<file path="src/rtl/fifo_ctrl_pkg.sv">
// Shared constants for the FIFO command stage: FSM encoding, reject counter limit
// and the saturating increment used on the reject counter.
package fifo_ctrl_pkg;

    typedef logic [1:0] state_t;

    localparam state_t IDLE   = 2'd0;
    localparam state_t WRITE  = 2'd1;
    localparam state_t READ   = 2'd2;
    localparam state_t SETTLE = 2'd3;

    localparam logic [7:0] REJ_MAX = 8'hFF;

    function automatic logic [7:0] sat_inc(input logic [7:0] value);
        if (value == REJ_MAX) begin
            return REJ_MAX;
        end else begin
            return value + 8'd1;
        end
    endfunction

endpackage

</file>
<file path="src/rtl/debounce_edge.sv">
// Pushbutton conditioner: two-flop synchroniser, stability counter and
// a one-cycle pulse on each accepted press (releases produce nothing).
module debounce_edge #(
    parameter int DEBOUNCE_CYCLES = 16,
    parameter int CNT_WIDTH       = 20
) (
    input  logic clk,
    input  logic reset,
    input  logic raw,
    output logic level,
    output logic rise
);

    localparam logic [CNT_WIDTH-1:0] CNT_LAST = CNT_WIDTH'(DEBOUNCE_CYCLES - 1);
    localparam logic [CNT_WIDTH-1:0] CNT_ONE  = CNT_WIDTH'(1);

    logic                 sync1_r;
    logic                 sync2_r;
    logic                 level_r;
    logic                 rise_r;
    logic [CNT_WIDTH-1:0] cnt_r;

    // Bring the raw button into the clock domain.
    always_ff @(posedge clk or posedge reset) begin
        if (reset) begin
            sync1_r <= 1'b0;
            sync2_r <= 1'b0;
        end else begin
            sync1_r <= raw;
            sync2_r <= sync1_r;
        end
    end

    // Accept a new level only after it has held for the full window; any glitch back restarts it.
    always_ff @(posedge clk or posedge reset) begin
        if (reset) begin
            level_r <= 1'b0;
            rise_r  <= 1'b0;
            cnt_r   <= {CNT_WIDTH{1'b0}};
        end else if (sync2_r != level_r) begin
            if (cnt_r == CNT_LAST) begin
                level_r <= sync2_r;
                rise_r  <= sync2_r;
                cnt_r   <= {CNT_WIDTH{1'b0}};
            end else begin
                level_r <= level_r;
                rise_r  <= 1'b0;
                cnt_r   <= cnt_r + CNT_ONE;
            end
        end else begin
            level_r <= level_r;
            rise_r  <= 1'b0;
            cnt_r   <= {CNT_WIDTH{1'b0}};
        end
    end

    assign level = level_r;
    assign rise  = rise_r;

endmodule

</file>
<file path="src/rtl/fifo_input_ctrl.sv">
// Board-level command stage for synchronous_fifo: turns debounced button presses into
// single wr/rd strobes, guards against full/empty and counts rejected presses.
module fifo_input_ctrl
    import fifo_ctrl_pkg::*;
#(
    parameter int DATA_WIDTH      = 8,
    parameter int DEBOUNCE_CYCLES = 16,
    parameter int CNT_WIDTH       = 20
) (
    input  logic                  clk,
    input  logic                  reset,
    input  logic                  btn_wr,
    input  logic                  btn_rd,
    input  logic [DATA_WIDTH-1:0] sw_data,
    input  logic                  fifo_full,
    input  logic                  fifo_empty,
    output logic                  wr,
    output logic                  rd,
    output logic [DATA_WIDTH-1:0] data_in,
    output logic                  busy,
    output logic [7:0]            rej_count
);

    logic req_wr_s;
    logic req_rd_s;
    logic lvl_wr_s;
    logic lvl_rd_s;
    logic unused_lvl_s;

    debounce_edge #(
        .DEBOUNCE_CYCLES (DEBOUNCE_CYCLES),
        .CNT_WIDTH       (CNT_WIDTH)
    ) u_db_wr (
        .clk   (clk),
        .reset (reset),
        .raw   (btn_wr),
        .level (lvl_wr_s),
        .rise  (req_wr_s)
    );

    debounce_edge #(
        .DEBOUNCE_CYCLES (DEBOUNCE_CYCLES),
        .CNT_WIDTH       (CNT_WIDTH)
    ) u_db_rd (
        .clk   (clk),
        .reset (reset),
        .raw   (btn_rd),
        .level (lvl_rd_s),
        .rise  (req_rd_s)
    );

    // Debounced levels are kept for board visibility only.
    assign unused_lvl_s = lvl_wr_s ^ lvl_rd_s;

    state_t                  state_r;
    state_t                  state_nxt_s;
    logic                    pend_r;
    logic                    pend_nxt_s;
    logic                    wr_r;
    logic                    wr_nxt_s;
    logic                    rd_r;
    logic                    rd_nxt_s;
    logic                    busy_r;
    logic [DATA_WIDTH-1:0]   data_r;
    logic [DATA_WIDTH-1:0]   data_nxt_s;
    logic [7:0]              rej_r;
    logic [7:0]              rej_nxt_s;

    // Next-state decode; writes win over reads, reads seen while busy are remembered in pend.
    always_comb begin
        state_nxt_s = state_r;
        pend_nxt_s  = pend_r;
        wr_nxt_s    = 1'b0;
        rd_nxt_s    = 1'b0;
        data_nxt_s  = data_r;
        rej_nxt_s   = rej_r;
        case (state_r)
            IDLE: begin
                if (req_wr_s) begin
                    if (req_rd_s) begin
                        pend_nxt_s = 1'b1;
                    end else begin
                        pend_nxt_s = pend_r;
                    end
                    if (!fifo_full) begin
                        data_nxt_s  = sw_data;
                        wr_nxt_s    = 1'b1;
                        state_nxt_s = WRITE;
                    end else begin
                        rej_nxt_s = sat_inc(rej_r);
                    end
                end else if (req_rd_s || pend_r) begin
                    pend_nxt_s = 1'b0;
                    if (!fifo_empty) begin
                        rd_nxt_s    = 1'b1;
                        state_nxt_s = READ;
                    end else begin
                        rej_nxt_s = sat_inc(rej_r);
                    end
                end else begin
                    state_nxt_s = IDLE;
                end
            end
            WRITE, READ: begin
                state_nxt_s = SETTLE;
                pend_nxt_s  = pend_r | req_rd_s;
            end
            SETTLE: begin
                state_nxt_s = IDLE;
                pend_nxt_s  = pend_r | req_rd_s;
            end
            default: begin
                state_nxt_s = IDLE;
                pend_nxt_s  = 1'b0;
            end
        endcase
    end

    // Register the FSM and every output so strobes are glitch-free at the FIFO.
    always_ff @(posedge clk or posedge reset) begin
        if (reset) begin
            state_r <= IDLE;
            pend_r  <= 1'b0;
            wr_r    <= 1'b0;
            rd_r    <= 1'b0;
            busy_r  <= 1'b0;
            data_r  <= {DATA_WIDTH{1'b0}};
            rej_r   <= 8'd0;
        end else begin
            state_r <= state_nxt_s;
            pend_r  <= pend_nxt_s;
            wr_r    <= wr_nxt_s;
            rd_r    <= rd_nxt_s;
            busy_r  <= (state_nxt_s != IDLE);
            data_r  <= data_nxt_s;
            rej_r   <= rej_nxt_s;
        end
    end

    assign wr        = wr_r;
    assign rd        = rd_r;
    assign busy      = busy_r;
    assign data_in   = data_r;
    assign rej_count = rej_r;

endmodule

</file>
<file path="config.mk">
export PLATFORM = sky130hd
export DESIGN_NAME = fifo_input_ctrl
export DESIGN_NICKNAME = d
export VERILOG_FILES = /design/src/rtl/fifo_ctrl_pkg.sv /design/src/rtl/debounce_edge.sv /design/src/rtl/fifo_input_ctrl.sv
export SDC_FILE = /design/constraint.sdc
export NUM_CORES = 1
export LEC_CHECK = 0
export CAP_MARGIN = 5
export CORE_ASPECT_RATIO = 1.5
export CORE_UTILIZATION = 45
export DETAILED_ROUTE_END_ITERATION = 7
export GPL_TIMING_DRIVEN = 0
export PLACE_DENSITY_LB_ADDON = 0.15
export SYNTH_ARGS = -nofsm -noshare
export SYNTH_HDL_FRONTEND = slang
export SYNTH_SLANG_ARGS = --single-unit
</file>
<file path="constraint.sdc">
create_clock -name clk -period 2.5 [get_ports clk]
set_input_delay 0.25 -clock clk [delete_from_list [all_inputs] [get_ports clk]]
set_output_delay 0.25 -clock clk [all_outputs]
set_load 0.005 [all_outputs]
</file>
==> Yosys cells after proc, flatten, opt, wreduce, memory -nomap -nowiden <==
Index checks and enable logic that the tools add are counted.
{ "op_classes": {"n_addsub": 3, "n_eq_ne": 11, "n_reduce_logical": 12, "muxes": 29, "bitwise_logic": 2} }
{ "op_table": {"columns": ["operator", "n"], "rows": [
  ["two-way mux 20 bit", 4],
  ["adder 20 x 1 -> 20 bit (second input constant)", 2],
  ["== test 20 x 4 -> 1 bit (second input constant)", 2],
  ["two-way mux 8 bit", 5],
  ["two-way mux 1 bit", 14],
  ["adder 8 x 1 -> 8 bit (second input constant)", 1],
  ["== test 8 bit (second input constant)", 1],
  ["two-way mux 2 bit", 4],
  ["inequality test 3 x 2 -> 1 bit (second input constant)", 2],
  ["case mux 2 bit (3 select lines)", 1],
  ["AND reduction 2 bit", 3],
  ["nonzero test 2 bit", 3],
  ["== test 2 bit (second input constant)", 2],
  ["AND reduction 4 bit", 1],
  ["AND reduction 3 bit", 1],
  ["OR reduction 3 bit", 1],
  ["== test 2 x 1 -> 1 bit (second input constant)", 1],
  ["logical NOT 2 bit", 1],
  ["inequality test 1 bit", 2],
  ["inequality test 2 bit (second input constant)", 1],
  ["case mux 1 bit (2 select lines)", 1],
  ["OR reduction 2 bit", 1],
  ["logical OR 1 bit", 1],
  ["inverter 1 bit", 1],
  ["bitwise OR 1 bit", 1]
]} }
{ "totals": {"out_inout_bits": 19, "register_bits": 70, "inputBits": 14, "word_cells": 74} }

==> Longest topological paths before layout <==
{ "logic_depth": {"ltp_word": 5, "ltp_mapped": 6} }

==> Hierarchy <==
From an unflattened synthesis, not the netlist that was laid out.
{ "hier_totals": {"hier_cells": 333, "area_unflattened_um2": 3364.5} }
{ "by_module_without_submodules": {"columns": ["mod", "area_each_um2", "instances", "cells_each", "seq_area_each_um2"], "rows": [
  ["debounce_edge (u_db_wr)", 1154.9, 1, 114, 600.6],
  ["debounce_edge (u_db_rd)", 1148.6, 1, 113, 600.6],
  ["fifo_input_ctrl", 1061.0, 1, 106, 550.5]
]} }

==> Worst setup path after synthesis <==
OpenSTA, ideal clock, no wires.
{ "synth_path": {"path_type": "register to register", "start": "register u_db_wr.cnt_r[4]", "end": "register u_db_wr.cnt_r[10]", "path_buffers": 1, "synth_period_minus_slack_ns": 1.821, "required_ns": 2.381, "arrival_ns": 1.703, "setup_slack_ns": 0.679, "path_stages_with_launch": 5, "setup_ns": 0.119, "cell_sequence": "dfrtp_1 -> or4_4 -> o41ai_4 -> buf_6 -> nor2_1"} }
{ "synth_via": {"elab_chain_cells": 3, "word_cells_on_any_way": 4, "classes_between": "add/sub: 1; eq/ne: 1; mux: 2"} }
{ "synth_rtl": {"columns": ["item", "line_no", "rtl"], "rows": [
  ["start, declared", "debounce_edge.sv:21", "logic [CNT_WIDTH-1:0] cnt_r;"],
  ["start signal, assigned", "debounce_edge.sv:39", "cnt_r <= {CNT_WIDTH{1'b0}};"],
  ["start signal, assigned", "debounce_edge.sv:44", "cnt_r <= {CNT_WIDTH{1'b0}};"],
  ["start signal, assigned", "debounce_edge.sv:48", "cnt_r <= cnt_r + CNT_ONE;"],
  ["adder 20 x 1 -> 20 bit or == test 20 x 4 -> 1 bit (tied branches)", "debounce_edge.sv:48, debounce_edge.sv:41", null],
  ["two-way mux 20 bit (*)", "debounce_edge.sv:41", "if (cnt_r == CNT_LAST) begin"],
  ["two-way mux 20 bit (*)", "debounce_edge.sv:40", "end else if (sync2_r != level_r) begin"]
]} }
Every way passes the cells marked *; elsewhere a longest branch is shown, timed or not.
A chain may end at the register's enable or synchronous reset.

==> Worst setup path in the final report <==
{ "layout_path": {"start": "register u_db_wr.cnt_r[4]", "end": "register u_db_wr.cnt_r[14]"} }
The elaborated chain is that of the path after synthesis.

==> results_dict.tcl <==
set metrics [dict create \
    rsz0062_at_grt "no" \
    grt_use_total_pct 18.82 \
    status "finished, final reports clean" \
    finClkSkew_ns 0.004598 \
    core_sq_mm 0.007179 \
    postCtsSetupBuffers 0 \
    yosysTopAreaCell "dfrtp_1" \
    grt_pass1_vias 2451 \
    area_growth_pct 20.21 \
    portBuffers 32 \
    wl_um 6249 \
    cts_tree "done" \
    synth_nets 331 \
    viasPerCell 5.274 \
    cp.required_ns 2.74 \
    hpwl_um 4179 \
    synth-seq-cells 70 \
    die_w_um 72.11 \
    max_cap_violations 0 \
    synth_area_leaders "dfrtp_1, xnor2_1, nor2_1" \
    slew_headroom_pct 43.96 \
    yosys_warnings 0 \
    synth_edf_count 0 \
    htree_levels 3 \
    grt_max_degree 71 \
    start_util_pct 46.22 \
    drcViolationCount 0 \
    drt_iter0_markers 135 \
    clk_pin_slew_ns 0.07 \
    gp_congestion 0.7435 \
    setup.worst_path.start_class "register" \
    fp.dieH_um 107.2 \
    end_kind "register" \
    final_cells 460 \
    synthDistinctLibCells 42 \
    ys_async_sr_fraction_pct 100.0 \
    wl_per_cell_um 13.58 \
    worstHoldPathType "input port to register" \
    n_antenna_cell 0 \
    placedCellCount 444 \
    worstSkewPairLatency_ns 0.35 \
    cts-root-buf "clkbuf_8" \
    setup.worst_path.start "u_db_wr.cnt_r[4]$_DFF_PP0_" \
    r2r-start "u_db_wr.cnt_r[4]$_DFF_PP0_" \
    clock_sinks 70 \
    yosysMostFrequentCell "dfrtp_1" \
    via_count 2426 \
    maxSlewViolCount 0 \
    drt-pass1-iter-count 4 \
    place_area_sq_mm 0.003766 \
    synth_area_sq_mm 0.003318 \
    ys_seq_area_share_pct 52.79 \
    finalCritPeriodShare_pct 83.15 \
    clock_path_buffers 2 \
    final.min_clock_period_ns 2.079 \
    setup_viol 0 \
    hold_viol 0 \
    synthTopCellsByCount "dfrtp_1, nor2_1, xnor2_1, nand2_1, nand3_1" \
    cp.arrival_ns 2.32 \
    crit_type "register to register" \
    fin_tns_setup_ns 0 \
    cts_resized 0 \
    io_pins 33 \
    fmax_mhz 481.1 \
    netlist_instances 312 \
    grt_overflow_total 0 \
    drive_above_1_share_pct 11.39 \
    ir_drop_mv 0.3880 \
    dieArea_sq_mm 0.007728 \
    tightest_slew_ns 0.8406 \
    final_area_sq_mm 0.003989 \
    grt_pass1_wl_um 11230 \
    antenna_found_initial 0 \
    p_per_area_mw_per_mm2 572.5 \
    synth_top_area_share_pct 52.79 \
    ctsHoldBuffers 0 \
    synth_flop_cell "dfrtp_1" \
    fin_nets 374 \
    cts-buffers-inserted 9 \
    rows 38 \
    p_leak_nw 1.678 \
    min_from "btn_rd" \
    syn_area_per_cell_sq_um 10.64 \
    antenna_left 0 \
    crit_fanout 10 \
]
flip-flops by register name, summed over array words and instances, names as in the netlist:
| name | count |
|---|---|
| u_db_rd.cnt_r | 20 |
| u_db_wr.cnt_r | 20 |
| data_in | 8 |
| rej_count | 8 |
| state_r | 2 |
| busy | 1 |
| pend_r | 1 |
| rd | 1 |
| u_db_rd.level | 1 |
| u_db_rd.rise | 1 |
| u_db_rd.sync1_r | 1 |
| u_db_rd.sync2_r | 1 |
| u_db_wr.level | 1 |
| u_db_wr.rise | 1 |
| u_db_wr.sync1_r | 1 |
| u_db_wr.sync2_r | 1 |
| wr | 1 |
cell families (layout without fill, tap and decap cells):
family / Yosys count / count (layout) / synth area share, %
flip-flops: 70 / 70 / 52.79
XOR/XNOR: 32 / 32 / 8.446
AND/OR/NAND/NOR: 146 / 146 / 23.27
multiplexers: 13 / 13 / 4.336
buffers and inverters: 19 / 67 / 2.639
AO/OA/AOI/OAI: 27 / 27 / 6.636
adder cells (fa/ha/maj): 5 / 5 / 1.885
power breakdown:
part	total [W]	internal [W]	switching, W
Combinational	0.000101	0.0000479	0.0000529
Clock	0.00102	0.000585	0.000433
Sequential	0.00117	0.00115	0.0000164
metrics by stage:
| step | total power [W] | worst slack, ns | hold WS, ns | util, % |
|---|---|---|---|---|
| finish | 0.002284 | 0.4213 | 0.3307 | 55.56 |
| global route | 0.002380 | 0.2438 | 0.3252 | 55.56 |
| CTS | 0.002321 | 0.4204 | 0.3182 | 55.56 |
| detailed placement | 0.001291 | 0.3503 | 0.3457 | 52.46 |
| global placement | 0.001288 | -0.7047 | 0.3333 | 52.42 |
| floorplan | 0.001240 | 0.4818 | 0.2814 | - |
cells in the final DEF, fill, tap and decap left out, types with 3 or more instances in the layout:
cell type	netlist	layout
or3_1	6	6
dfrtp_1	70	70
nand2_1	20	20
mux2_2	11	11
nor2_1	46	46
clkdlybuf4s50_1	0	32
nand4_1	9	9
clkbuf_8	0	10
xor2_1	5	5
a21oi_1	5	5
nor3_1	12	12
or4_4	4	4
ha_1	5	5
and4_1	3	3
inv_1	14	13
nor4_1	13	13
or4_1	3	3
o21ai_0	9	9
xnor2_1	27	27
nand3_1	16	16
final timing paths:
| path | to | slack, ns | cells after the start |
|---|---|---|---|
| max | u_db_wr.cnt_r[14]$_DFF_PP0_ | 0.42 | 4 |
| min | u_db_rd.sync1_r$_DFF_PP0_ | 0.33 | 1 |
| max reg2reg | u_db_wr.cnt_r[14]$_DFF_PP0_ | 0.42 | 4 |
| min reg2reg | u_db_wr.sync2_r$_DFF_PP0_ | 0.36 | 0 |
| max in group asynchronous | u_db_wr.cnt_r[0]$_DFF_PP0_ | 1.53 | 2 |
| min in group asynchronous | data_in[6]$_DFFE_PP0P_ | 0.43 | 2 |
metal layers:
| metal | track usage [%] | part of all wire (%) |
|---|---|---|
| met1 | 22.63 | 43 |
| met5 | 0 | 0 |
| met4 | 9.104 | 1.9 |
| met2 | 31.31 | 52 |
| met3 | 4.323 | 2.8 |
worst max-delay path, stage by stage (launching register included):
cell	delay (ns)
dfrtp_1	0.43
or4_4	0.59
o41ai_4	0.66
buf_6	0.23
nor2_1	0.06
layout make-up:
cell class              count  area (sq um)
plain buffers               5         35.03
clock buffers              10         137.6
clock inverters             6         85.08
fillers                   639          3191
inverters                  14         55.05
multi-input cells         223          1479
flip-flops and latches     70          1752
well taps                 100         125.1
repair buffers             32         320.3
Note: power is estimated with default switching activity, not from simulation.
